[src/rtl/clk_div_sched.sv]
// Run-time controller for a power-of-two clock divider: free-running counter,
// registered 50% div_clk, period-end tick, and boundary-aligned ratio/stop changes.
module clk_div_sched #(
  parameter int MAX_LOG2 = 5,
  parameter int LOG2_W   = 3
) (
  input  logic              clk,
  input  logic              rst,
  input  logic              en,
  input  logic              cfg_valid,
  input  logic [LOG2_W-1:0] cfg_log2,
  output logic              cfg_ready,
  output logic              cfg_err,
  output logic [LOG2_W-1:0] active_log2,
  output logic              div_clk,
  output logic              tick,
  output logic              busy
);

  localparam logic [1:0] ST_IDLE = 2'd0;
  localparam logic [1:0] ST_RUN  = 2'd1;
  localparam logic [1:0] ST_PEND = 2'd2;

  logic [1:0]          state_q, state_d;
  logic [MAX_LOG2-1:0] cnt_q, cnt_d;
  logic [LOG2_W-1:0]   active_q, active_d;
  logic [LOG2_W-1:0]   pend_q, pend_d;
  logic                div_clk_q, div_clk_d;
  logic                tick_q, tick_d;
  logic                cfg_err_q, cfg_err_d;

  logic [MAX_LOG2-1:0] mask;
  logic [MAX_LOG2-1:0] cnt_inc;
  logic                msb;
  logic                wrap;
  logic                xfer;
  logic                legal;

  assign cfg_ready   = (state_q != ST_PEND);
  assign busy        = (state_q != ST_IDLE);
  assign active_log2 = active_q;
  assign div_clk     = div_clk_q;
  assign tick        = tick_q;
  assign cfg_err     = cfg_err_q;

  assign xfer  = cfg_valid & cfg_ready;
  assign legal = (cfg_log2 != '0) && (cfg_log2 <= LOG2_W'(MAX_LOG2));

  // Mask keeps the low active_log2 bits, so the counter wraps at 2^active_log2.
  always_comb begin
    mask = '0;
    for (int i = 0; i < MAX_LOG2; i++) begin
      if (LOG2_W'(i) < active_q) mask[i] = 1'b1;
    end
  end

  assign cnt_inc = (cnt_q + MAX_LOG2'(1)) & mask;
  assign wrap    = (cnt_inc == '0);

  // div_clk is the top counter bit of the current ratio: high for the upper half.
  always_comb begin
    msb = 1'b0;
    for (int i = 0; i < MAX_LOG2; i++) begin
      if (LOG2_W'(i) == active_q - LOG2_W'(1)) msb = cnt_inc[i];
    end
  end

  always_comb begin
    state_d   = state_q;
    cnt_d     = cnt_q;
    active_d  = active_q;
    pend_d    = pend_q;
    div_clk_d = 1'b0;
    tick_d    = 1'b0;
    cfg_err_d = xfer & ~legal;
    case (state_q)
      ST_IDLE: begin
        cnt_d = '0;
        if (xfer && legal) active_d = cfg_log2;
        if (en) state_d = ST_RUN;
      end
      ST_RUN: begin
        cnt_d     = cnt_inc;
        div_clk_d = msb;
        tick_d    = wrap;
        if (wrap && !en) begin
          // Stopping on a boundary: a request landing here is applied directly.
          state_d = ST_IDLE;
          if (xfer && legal) active_d = cfg_log2;
        end else if (xfer && legal) begin
          pend_d  = cfg_log2;
          state_d = ST_PEND;
        end
      end
      ST_PEND: begin
        cnt_d     = cnt_inc;
        div_clk_d = msb;
        tick_d    = wrap;
        if (wrap) begin
          active_d = pend_q;
          state_d  = en ? ST_RUN : ST_IDLE;
        end
      end
      default: begin
        state_d = ST_IDLE;
        cnt_d   = '0;
      end
    endcase
  end

  always_ff @(posedge clk or posedge rst) begin
    if (rst) begin
      state_q   <= ST_IDLE;
      cnt_q     <= '0;
      active_q  <= LOG2_W'(1);
      pend_q    <= '0;
      div_clk_q <= 1'b0;
      tick_q    <= 1'b0;
      cfg_err_q <= 1'b0;
    end else begin
      state_q   <= state_d;
      cnt_q     <= cnt_d;
      active_q  <= active_d;
      pend_q    <= pend_d;
      div_clk_q <= div_clk_d;
      tick_q    <= tick_d;
      cfg_err_q <= cfg_err_d;
    end
  end

endmodule

[config.mk]
export PLATFORM = sky130hd
export DESIGN_NAME = clk_div_sched
export DESIGN_NICKNAME = d
export VERILOG_FILES = /design/src/rtl/clk_div_sched.sv
export SDC_FILE = /design/constraint.sdc
export NUM_CORES = 1
export LEC_CHECK = 0
export ABC_AREA = 1
export CAP_MARGIN = 30
export CORE_MARGIN = 2
export CORE_UTILIZATION = 50
export CTS_BUF_LIST = sky130_fd_sc_hd__clkbuf_8
export CTS_CLUSTER_DIAMETER = 200
export DETAILED_ROUTE_END_ITERATION = 16
export PLACE_DENSITY = 0.75
export SYNTH_ARGS = -nofsm -noshare
export SYNTH_HDL_FRONTEND = slang
export SYNTH_SLANG_ARGS = --single-unit
[constraint.sdc]
create_clock -name clk -period 2.09 [get_ports clk]
set_clock_uncertainty 0.2 [all_clocks]
set_input_delay 0.3135 -clock clk [delete_from_list [all_inputs] [get_ports clk]]
set_output_delay 0.3135 -clock clk [all_outputs]
set_load 0.005 [all_outputs]
After elaboration in Yosys (flattened, before gate mapping)
Index checks and enable logic that the tools add are counted.
Widths: inputs -> output; s select.
{"block": "totals", "regBits": 16, "in_bits": 7, "out_inout_bits": 8, "word_cells": 68}
{"block": "classes", "n_addsub": 2, "magnitude_cmp": 6, "eq_ne": 11, "n_mux": 23, "n_bitwise": 5, "reduce_logical": 14}
{"operator": "$mux 1", "n": 13}
{"operator": "$mux 3", "n": 3}
{"operator": "$pmux 3 s3", "n": 1}
{"operator": "$reduce_and 3->1", "n": 3}
{"operator": "$mux 2", "n": 4}
{"operator": "$ne 2x2->1 const B", "n": 4}
{"operator": "$eq 2x3->1 const A", "n": 2}
{"operator": "$lt 1x3->1 const A", "n": 2}
{"operator": "$lt 2x3->1 const A", "n": 2}
{"operator": "$pmux 2 s3", "n": 1}
{"operator": "$reduce_bool 3->1", "n": 2}
{"operator": "$add 5x1->5 const B", "n": 1}
{"operator": "$and 5x5->5", "n": 1}
{"operator": "$logic_not 5->1", "n": 1}
{"operator": "$mux 5", "n": 1}
{"operator": "$eq 1x3->1 const A", "n": 1}
{"operator": "$eq 3x3->1 const A", "n": 1}
{"operator": "$le 3x3->1 const B", "n": 1}
{"operator": "$logic_and 1x1->1", "n": 3}
{"operator": "$logic_not 3->1", "n": 1}
{"operator": "$lt 3x3->1 const A", "n": 1}
{"operator": "$ne 3x3->1 const B", "n": 1}
{"operator": "$sub 3x1->3 const B", "n": 1}
{"operator": "$and 1x1->1", "n": 2}
{"operator": "7 further kinds", "n": 8}

Longest topological paths before layout
{"block": "depth", "ltp_word": 9, "depth_mapped": 12, "ltp_nobuf": 12}

Least setup slack after synthesis
OpenSTA, ideal clock, no wires.
{"block": "synth_path", "path_type": "flip-flop to flip-flop", "startpoint": "register cnt_q[0]", "endpoint": "register active_q[2], in the netlist active_log2[2]", "setup_time_ns": 0.117, "t_arrival_ns": 1.419, "required_ns": 1.773, "path_slack_ns": 0.354, "path_stages_with_launch": 12, "path_buffers": 0, "synth_period_minus_slack_ns": 1.736, "cell_sequence": "dfrtp_1 ha_1 inv_1 nand2_1 nand2_1 nor2_1 nor2_2 nand3_2 a21boi_2 nand2_2 nand2_1 nand2_1"}
{"block": "synth_via", "elab_chain_cells": 6, "word_cells_on_any_way": 7, "classes_between": "add/sub (1); eq/ne (2); bitwise (1); reduce/logical (3)"}
{"element": "start, declared", "line": "25", "source": "logic [MAX_LOG2-1:0] cnt_q, cnt_d;"}
{"element": "start signal, assigned", "line": "122", "source": "cnt_q <= cnt_d;"}
{"element": "$add 5x1->5 (*)", "line": "57", "source": "assign cnt_inc = (cnt_q + MAX_LOG2'(1)) & mask;"}
{"element": "$and 5x5->5 (*)", "line": "57"}
{"element": "$logic_not 5->1 (*)", "line": "58", "source": "assign wrap = (cnt_inc == '0);"}
{"element": "$logic_and 1x1->1", "line": "86", "source": "if (wrap && !en) begin"}
{"element": "$ne 2x2->1 (no source line)"}
{"element": "$reduce_and 3->1 (no source line) (*)"}
{"element": "end signal, assigned", "line": "123", "source": "active_q <= active_d;"}
{"element": "end, declared", "line": "26", "source": "logic [LOG2_W-1:0] active_q, active_d;"}
Every way passes the cells marked *; elsewhere a longest branch is shown, timed or not.
A chain may end at the register's enable or synchronous reset.

Worst setup path in the final report
{"block": "layout_path", "startpoint": "register state_q[0]", "endpoint": "output busy"}
{"block": "layout_via", "elab_chain_cells": 1}
{"element": "start, declared", "line": "24", "source": "logic [1:0] state_q, state_d;"}
{"element": "start signal, assigned", "line": "121", "source": "state_q <= state_d;"}
{"element": "$reduce_bool 2->1", "line": "40", "source": "assign busy = (state_q != ST_IDLE);"}
{"element": "end, declared", "line": "17", "source": "output logic busy"}
Every way passes these cells.

==> impl_metrics.json <==
{
  "fin_nets": 173,
  "worst_pin_slew_ns": 0.609,
  "drive_above_1_share_pct": 13.8,
  "antenna_left": 0,
  "worstSkewPairLatency_ns": 0.25,
  "max_freq_ghz": 0.493,
  "gp_congestion": 0.807,
  "worst_hold_slack_ns": 0.229,
  "cts_buffers": 3,
  "synthCells": 138,
  "worst_setup_path_start_kind": "flop",
  "finalMaxSlewViolations": 0,
  "rows": 16,
  "crit_fanout": 3,
  "synth_top_area_share_pct": 38.3,
  "grtUsageTotal_pct": 19.5,
  "core_area_um2": 1900,
  "cts_tree": "built",
  "cts_sinks": 16,
  "grt_max_degree": 17,
  "ys_seq_area_share_pct": 40.9,
  "initial_utilization_pct": 51.6,
  "internal_power_uw": 997,
  "clk_pin_slew_ns": 0.06,
  "post-route-period-util_pct": 97.1,
  "power.total_mw": 1.74,
  "swShare_pct": 42.6,
  "routed_wl_mm": 2.12,
  "avgSynthCellArea_um2": 7.11,
  "slew_headroom_pct": 59.4,
  "fin_cells": 187,
  "syn_area_um2": 981,
  "crit_start": "state_q[0]",
  "fin_ws_ns": 0.0598,
  "drc": 0,
  "io_buffer_count": 14,
  "multi_input_area_um2": 509,
  "finalInstanceArea_um2": 1260,
  "final.setup.tns_ns": 0,
  "leakage_nw": 0.651,
  "first_pass_iters": 4,
  "synth_nets": 150,
  "antenna_found_initial": 0,
  "synth_cell_type_count": 19,
  "drt_iter0_drc": 18,
  "final_core_util_pct": 66.5,
  "power_frac_comb_pct": 53.4,
  "die-area_um2": 2330,
  "synth_area_leaders": "dfrtp_1, nand2_1, inv_1",
  "ys_seq_elements": 16,
  "wire_per_inst_um": 11.3,
  "grt-ovfl-total": 0,
  "dpl.cell_count": 177,
  "fill_cells": 156,
  "die_w_um": 48.3,
  "dp_hpwl_mm": 1.41,
  "min_path_type": "in2async",
  "vias": 954,
  "min_period_ns": 2.03,
  "grt_pass1_vias": 762,
  "dp_slack_ns": 0.0607,
  "clock_path_buffers": 2,
  "power_density_nw_per_um2": 1370,
  "required_ns": 1.58,
  "ctsHtreeMaxLevel": 1,
  "grt_pass1_wl_mm": 3.11,
  "cts.root.buffer_cell": "clkbuf_8",
  "setup_violations": 0,
  "synth.largest_area_cell": "dfrtp_1",
  "insertedDiodeCount": 0,
  "area_growth_pct": 29.0,
  "io_pins": 15,
  "seqCellArea_um2": 403,
  "status": "complete, no violations",
  "vias_per_cell": 5.10,
  "hold_viol_final": 0,
  "die_h_um": 48.3,
  "p_sw_uw": 740,
  "maxCapViolCount": 0,
  "post_dp_cell_area_um2": 1140,
  "worstPathArrival_ns": 1.52,
  "peakVddDrop_mv": 0.713,
  "endpoint_kind": "output port",
  "r2r-start": "cnt_q[0]",
  "worstSetupPathType": "reg2out",
  "p_seq_share_pct": 30.8,
  "ys_warn_count": 0,
  "power_frac_clock_pct": 15.8
}
## layout make-up
class,count,area share (%)
Multi-Input combinational cell,99,40.3
Inverter,21,6.23
Clock buffer,4,4.35
Tap cell,27,2.67
Timing Repair Buffer,20,14.6
Sequential cell,16,31.8
## cells in the mapped netlist, drive strengths merged
library cell	number
nand2	46
inv	21
dfrtp	15
nor2	15
nand3	11
o21ai	11
ha	5
nand4	4
buf	3
a21oi	2
nor3	2
a21boi	1
dfstp	1
o221ai	1
## logic make-up after synthesis
kind of cell / Yosys count / share of synthesized area [%]
and+or+nand+nor: 78 / 33.8
buffers and inverters: 24 / 10.2
DFF: 16 / 40.9
AOI/OAI and AO/OA: 15 / 8.67
adders and majority gates: 5 / 6.38
## power by group through the flow
stage | combinational, mW | clock [mW] | sequential [mW]
after global placement | 0.760 | 0 | 0.536
after global routing | 1.04 | 0.291 | 0.552
after CTS | 0.810 | 0.275 | 0.530
final | 0.928 | 0.274 | 0.535
after detailed placement | 0.775 | 0 | 0.539
after floorplan | 0.584 | 0 | 0.492
## worst max-delay path: stages (launching register included)
cell and delay [ns]:
dfrtp_1 0.36, inv_1 0.07, ha_1 0.22, inv_1 0.09
clkdlybuf4s50_1 0.52
## registers in the layout, summed over array words and instances, names as in the netlist
signal       flops
cfg_err          1
div_clk          1
state_q          2
pend_q           3
tick             1
active_log2      3
cnt_q            5
## placed cells by master, fill, tap and decap left out, types with 2 or more instances in the layout
master,n
a21oi_1,2
buf_4,6
clkbuf_8,4
clkdlybuf4s50_1,14
dfrtp_1,14
ha_1,3
ha_2,2
inv_1,21
nand2_1,43
nand2_2,3
nand3_1,10
nand4_1,4
nor2_1,14
nor3_1,2
o21ai_0,10
## per-layer routing
metal | wire length (um) | vias up | part of all wire (%) | track usage (%)
met2 | 1120 | 32 | 53 | 33.2
met3 | 88 | 6 | 4.2 | 5.56
li1 | - | 478 | - | -
met1 | 868 | 438 | 41 | 22.1
met4 | 42 | 0 | 2.0 | 10.3
met5 | 0 | - | 0 | 0
## what timing repair did
item | CTS | global route
pin swaps | 0 | 4
setup endpoints to repair | 1 | 10
cloned | 0 | 1
hold buffers | 0 | 0
resized for setup | 0 | 7
setup buffers | 1 | 4
## worst paths after layout
kind	end	slack, ns	cells past startpoint
worst max-delay path	busy	0.06	4
worst min-delay path	cnt_q[2]	0.23	2
worst max register to register	state_q[1]	0.10	9
worst min register to register	pend_q[1]	0.31	2
max in group asynchronous	cnt_q[0]	1.03	2
min in group clk	pend_q[1]	0.31	2
No activity file was read; power rests on OpenSTA's default activity.
